`src/rtl/tone_sequencer.sv`:
```
// Note-table sequencer: fetches {freq, dur} entries and drives a registered
// freq word for the phase generator, with per-note timing, gaps and looping.
module tone_sequencer #(
  parameter int unsigned DEPTH    = 16,
  parameter int unsigned FREQ_W   = 13,
  parameter int unsigned DUR_W    = 8,
  parameter int unsigned TICK_DIV = 50000
) (
  input  logic                     clk,
  input  logic                     rst_n,
  input  logic                     wr_en,
  input  logic [$clog2(DEPTH)-1:0] wr_addr,
  input  logic [FREQ_W-1:0]        wr_freq,
  input  logic [DUR_W-1:0]         wr_dur,
  input  logic                     start,
  input  logic                     stop,
  input  logic                     loop_en,
  input  logic [$clog2(DEPTH)-1:0] last_idx,
  input  logic [3:0]               gap_ticks,
  output logic [FREQ_W-1:0]        freq,
  output logic                     busy,
  output logic [$clog2(DEPTH)-1:0] note_idx,
  output logic                     note_strobe,
  output logic                     done
);

  localparam int unsigned AW = $clog2(DEPTH);
  localparam int unsigned PW = $clog2(TICK_DIV);
  localparam int unsigned EW = FREQ_W + DUR_W;
  localparam logic [PW-1:0] TICK_LAST = PW'(TICK_DIV - 1);

  localparam logic [1:0] S_IDLE  = 2'd0;
  localparam logic [1:0] S_FETCH = 2'd1;
  localparam logic [1:0] S_PLAY  = 2'd2;
  localparam logic [1:0] S_GAP   = 2'd3;

  logic [EW-1:0]     tbl_mem [DEPTH];
  logic [EW-1:0]     rd_q;
  logic [FREQ_W-1:0] rd_freq;
  logic [DUR_W-1:0]  rd_dur;

  logic [1:0]        state_q,  state_d;
  logic [FREQ_W-1:0] freq_q,   freq_d;
  logic              busy_q,   busy_d;
  logic [AW-1:0]     idx_q,    idx_d;
  logic              strobe_q, strobe_d;
  logic              done_q,   done_d;
  logic [PW-1:0]     presc_q,  presc_d;
  logic [DUR_W-1:0]  dur_q,    dur_d;
  logic [3:0]        gap_q,    gap_d;

  logic tick;
  logic adv;
  logic fin;

  assign rd_freq = rd_q[EW-1:DUR_W];
  assign rd_dur  = rd_q[DUR_W-1:0];
  assign tick    = (presc_q == TICK_LAST);

  // Read address is the next note index, so the entry is ready during FETCH.
  always_ff @(posedge clk) begin
    if (wr_en) tbl_mem[wr_addr] <= {wr_freq, wr_dur};
    rd_q <= tbl_mem[idx_d];
  end

  always_comb begin
    state_d  = state_q;
    freq_d   = freq_q;
    idx_d    = idx_q;
    strobe_d = 1'b0;
    done_d   = 1'b0;
    presc_d  = presc_q;
    dur_d    = dur_q;
    gap_d    = gap_q;
    adv      = 1'b0;
    fin      = 1'b0;

    case (state_q)
      S_IDLE: begin
        if (start) begin
          idx_d   = '0;
          state_d = S_FETCH;
        end
      end
      S_FETCH: begin
        if (rd_dur == '0) begin
          fin = 1'b1;
        end else begin
          freq_d   = rd_freq;
          dur_d    = rd_dur;
          strobe_d = 1'b1;
          presc_d  = '0;
          state_d  = S_PLAY;
        end
      end
      S_PLAY: begin
        presc_d = tick ? '0 : presc_q + 1'b1;
        if (tick) begin
          dur_d = dur_q - 1'b1;
          if (dur_q == DUR_W'(1)) begin
            if (gap_ticks != 4'd0) begin
              freq_d  = '0;
              gap_d   = gap_ticks;
              presc_d = '0;
              state_d = S_GAP;
            end else begin
              adv = 1'b1;
            end
          end
        end
      end
      default: begin
        presc_d = tick ? '0 : presc_q + 1'b1;
        if (tick) begin
          gap_d = gap_q - 1'b1;
          if (gap_q == 4'd1) adv = 1'b1;
        end
      end
    endcase

    if (adv) begin
      if (idx_q == last_idx) begin
        if (loop_en) begin
          idx_d   = '0;
          state_d = S_FETCH;
        end else begin
          fin = 1'b1;
        end
      end else begin
        idx_d   = idx_q + 1'b1;
        state_d = S_FETCH;
      end
    end

    if (fin) begin
      freq_d  = '0;
      done_d  = 1'b1;
      state_d = S_IDLE;
    end

    // Stop overrides everything, including a start seen in the same cycle.
    if (stop) begin
      state_d  = S_IDLE;
      freq_d   = '0;
      idx_d    = idx_q;
      strobe_d = 1'b0;
      done_d   = 1'b0;
    end

    busy_d = (state_d != S_IDLE);
  end

  always_ff @(posedge clk) begin
    if (!rst_n) begin
      state_q  <= S_IDLE;
      freq_q   <= '0;
      busy_q   <= 1'b0;
      idx_q    <= '0;
      strobe_q <= 1'b0;
      done_q   <= 1'b0;
      presc_q  <= '0;
      dur_q    <= '0;
      gap_q    <= '0;
    end else begin
      state_q  <= state_d;
      freq_q   <= freq_d;
      busy_q   <= busy_d;
      idx_q    <= idx_d;
      strobe_q <= strobe_d;
      done_q   <= done_d;
      presc_q  <= presc_d;
      dur_q    <= dur_d;
      gap_q    <= gap_d;
    end
  end

  assign freq        = freq_q;
  assign busy        = busy_q;
  assign note_idx    = idx_q;
  assign note_strobe = strobe_q;
  assign done        = done_q;

endmodule

```
`config.mk`:
```
export PLATFORM = sky130hd
export DESIGN_NAME = tone_sequencer
export DESIGN_NICKNAME = d
export VERILOG_FILES = /design/src/rtl/tone_sequencer.sv
export SDC_FILE = /design/constraint.sdc
export NUM_CORES = 1
export LEC_CHECK = 0
export CAP_MARGIN = 0
export CORE_MARGIN = 1.5
export CORE_UTILIZATION = 65
export CTS_CLUSTER_SIZE = 16
export DETAILED_ROUTE_END_ITERATION = 6
export HOLD_SLACK_MARGIN = 0.12
export PLACE_DENSITY_LB_ADDON = 0.1
export SLEW_MARGIN = 20
export SYNTH_ARGS = -nofsm -noshare
export SYNTH_HDL_FRONTEND = slang
export SYNTH_SLANG_ARGS = --single-unit
```
`constraint.sdc`:
```
create_clock -name clk -period 7.77 [get_ports clk]
set_clock_uncertainty 0.15 [all_clocks]
set_input_delay 1.554 -clock clk [delete_from_list [all_inputs] [get_ports clk]]
set_output_delay 1.554 -clock clk [all_outputs]
set_load 0.02 [all_outputs]
```
==> run metrics <==
total track usage 30.0%; PwrDens 234 mW/mm²; initial antenna violation count 2; Crit. End Element flip-flop; Hold Path Sink freq[2]; Worst Path Max Fanout 82; part of the power in combinational logic 3.0%; cts repair resizes 0; H-tree levels 2; Seq pwr share 55.0%; Die Width 163 µm; vias in the first global route 10,200; clock root cell clkbuf_16; Max transition margin 27.2%; Final Hold Vio Count 0; CP Launch Type primary input; Min-Delay Path Class flip-flop to flip-flop; async set-or-reset flop fraction in the synthesized netlist 0%; post-route antenna net violation count 0; Final TNS setup 0 ps; DRT iter0 DRCs 1,313; # setup viols final 0; die height 163 µm; Post-CTS Setup Inserts 0; placed insts 1,540; drt via density 6.59; Int Pwr 3500 µW; worst slew pin tran 1090 ps; Syn Inst Count 1,209; Max-cap violations 0; first-pass GRT wire length 59.1 mm; r2r startpoint state_q[0]; clock latency on the worst-skew pair 530 ps; CTS tree done; Sw Pwr 889 µW; ys flop type edfxtp_1; total I/O pin count 59; HP Start freq[2]; YS warnings 0; worst r2r path cells 12; CTS Buf Count 40; clock sink total 407; # fillers 1,595; non-filler cells, final 1,614; RSZ-0062 raised after global routing no; Peak VDD IR 0.201 mV; status finished, final reports clean; flops & latches, synth 407; hold-fix buffers at CTS 0; global route total overflow 0; leakage power 0.00635 µW; syn_area_per_cell 13.7 µm²; pin count of the biggest net entering global routing 83; R2R Setup Slk 2980 ps; share of layout cells above drive strength 1 11.4%; drt drc 0; power share of the clock group 42.0%; row cnt 58; Post-synth EDFFs 336; routed length per instance 24.1 µm; CP required 8020 ps; syn nets 1,259; area leader, netlist edfxtp_1; max-slew violation count 0; Yosys cell types 62; dominant cells by area after synthesis edfxtp_1 61%, dfxtp_1 8.6%, a211oi_1 5.1%; Initial Util 66.2%; Longest Clk Path Bufs 3; Post-DP HPWL 21.8 mm; Synth Cell Area 0.0166 mm²; Tcrit/Tclk final 68.0%; Core ar. 0.0251 mm²; Detailed Routing Iterations Pass 1 5; Worst Path Arrival 5530 ps; area fraction of the dominant cell type after synthesis 60.7%; worst reg2reg path endpoint rd_q[15]; minimum clock period 5280 ps; RePlAce Congestion 0.869; Final nets 1,302; sw frac 20.2%; Vias 10,600; hold path cells 2; post-synthesis sequential area ratio 69.3%; CTS clk-pin slew, worst paths 60 ps; fmax 0.189 GHz; critical path class primary input to flip-flop; Area Overhead vs Synth 13.1%; DIE AREA 0.0265 mm²; Total Routed Length 39.0 mm; I/O Buffers 58
## power groups by stage
stage,clock network (µW),logic [µW],registers [µW]
floorplan,0,57.6,2460
global placement,0,126,2460
detailed placement,0,129,2460
CTS,1860,131,2420
global route,1940,143,2420
finish,1840,132,2420
## synthesized netlist by cell type, types with 5 or more instances
cell type / number
mux2_2: 15
ha_1: 11
o22ai_1: 7
buf_2: 20
a2111oi_2: 5
a211oi_1: 113
and2_1: 10
nor3_1: 12
clkbuf_1: 57
o221ai_1: 5
o21ai_0: 49
a31oi_1: 19
o221a_2: 5
nand3_1: 14
edfxtp_1: 336
a21oi_1: 29
nor2_1: 70
xnor2_1: 10
nand2_1: 64
inv_1: 10
dfxtp_1: 71
xor2_1: 10
o21ai_1: 13
and3_1: 129
nor3b_1: 14
mux2i_1: 10
nand4_1: 5
a221o_1: 5
o2111a_1: 17
a211o_1: 10
## kinds of logic after synthesis
kind of cell / count (synthesis) / synth area share, %
buf+inv: 95 / 2.45
flops: 407 / 69.3
xor+xnor: 20 / 1.05
simple gates: 345 / 11.3
fa+ha+maj: 11 / 0.828
compound gates: 306 / 13.5
mux: 25 / 1.62
## placed cells by master, fill, tap and decap left out, types with 11 or more instances in the layout
master	count
ha_1	11
edfxtp_1	336
nor2_1	58
a31oi_1	19
o2111a_1	17
and3_1	129
dfxtp_1	71
buf_4	27
o21ai_0	49
a21oi_1	29
nand3_1	14
clkbuf_16	42
mux2_2	15
nor3b_1	14
nor2_2	12
nand2_1	62
a211oi_1	113
clkinv_2	12
o21ai_1	13
clkdlybuf4s50_1	58
## routing by layer
metal	vias up	wire (µm)	track usage [%]
li1	4821	-	-
met1	5183	15900	42.4
met2	540	18200	47.5
met3	91	3640	4.84
met4	0	1210	11.4
met5	-	0	0
## layout make-up
class                           count  area [µm²]  area share [%]
Antenna cell                        1        2.50          0.0133
Clock buffer                       49        1110            5.89
Clock inverter                     24         159           0.846
Inverter                           11        41.3           0.220
Multi-Input combinational cell    707        4770            25.4
Sequential cell                   407       11500            61.3
Tap cell                          330         413            2.20
Timing Repair Buffer               85         783            4.17
## worst max-delay path, stage by stage
cell,delay [ps]
clkdlybuf4s50_1,420
xnor2_1,230
a41oi_1,280
o2111a_1,250
nand2_2,550
buf_4,700
and2_1,770
nand2_1,310
o22ai_1,330
a2111oi_2,80
## through the flow
stage          setup WS (ps)  power (µW)  area [µm²]  util, %  hold WS, ps
2_1_floorplan           3660        2520       16600        -          304
3_3_place_gp            2120        2590       17500     69.8          316
3_5_place_dp            2030        2590       17500     69.8          328
4_1_cts                 2540        4400       18800     74.8          343
5_1_grt                 2200        4500       18800     74.8          373
6_report                2490        4390       18800     74.8          338
## state kept, by name (all words and copies together), names as in the netlist, 2 cells and up
name / count
dur_q: 8
freq: 13
gap_q: 4
note_idx: 4
presc_q: 16
rd_q: 21
state_q: 2
tbl_mem: 336
## how the worst max path moves through the flow
stage	end	slack, ps	cells past startpoint	start
after floorplan	tbl_mem[0][0]	3660	2	wr_addr[2]
after global placement	rd_q[16]	2120	10	last_idx[3]
after detailed placement	rd_q[4]	2030	10	last_idx[3]
after CTS	rd_q[4]	2540	10	last_idx[3]
after global routing	rd_q[4]	2200	10	last_idx[3]
final	rd_q[4]	2490	10	last_idx[3]
No activity file was read; power rests on OpenSTA's default activity.
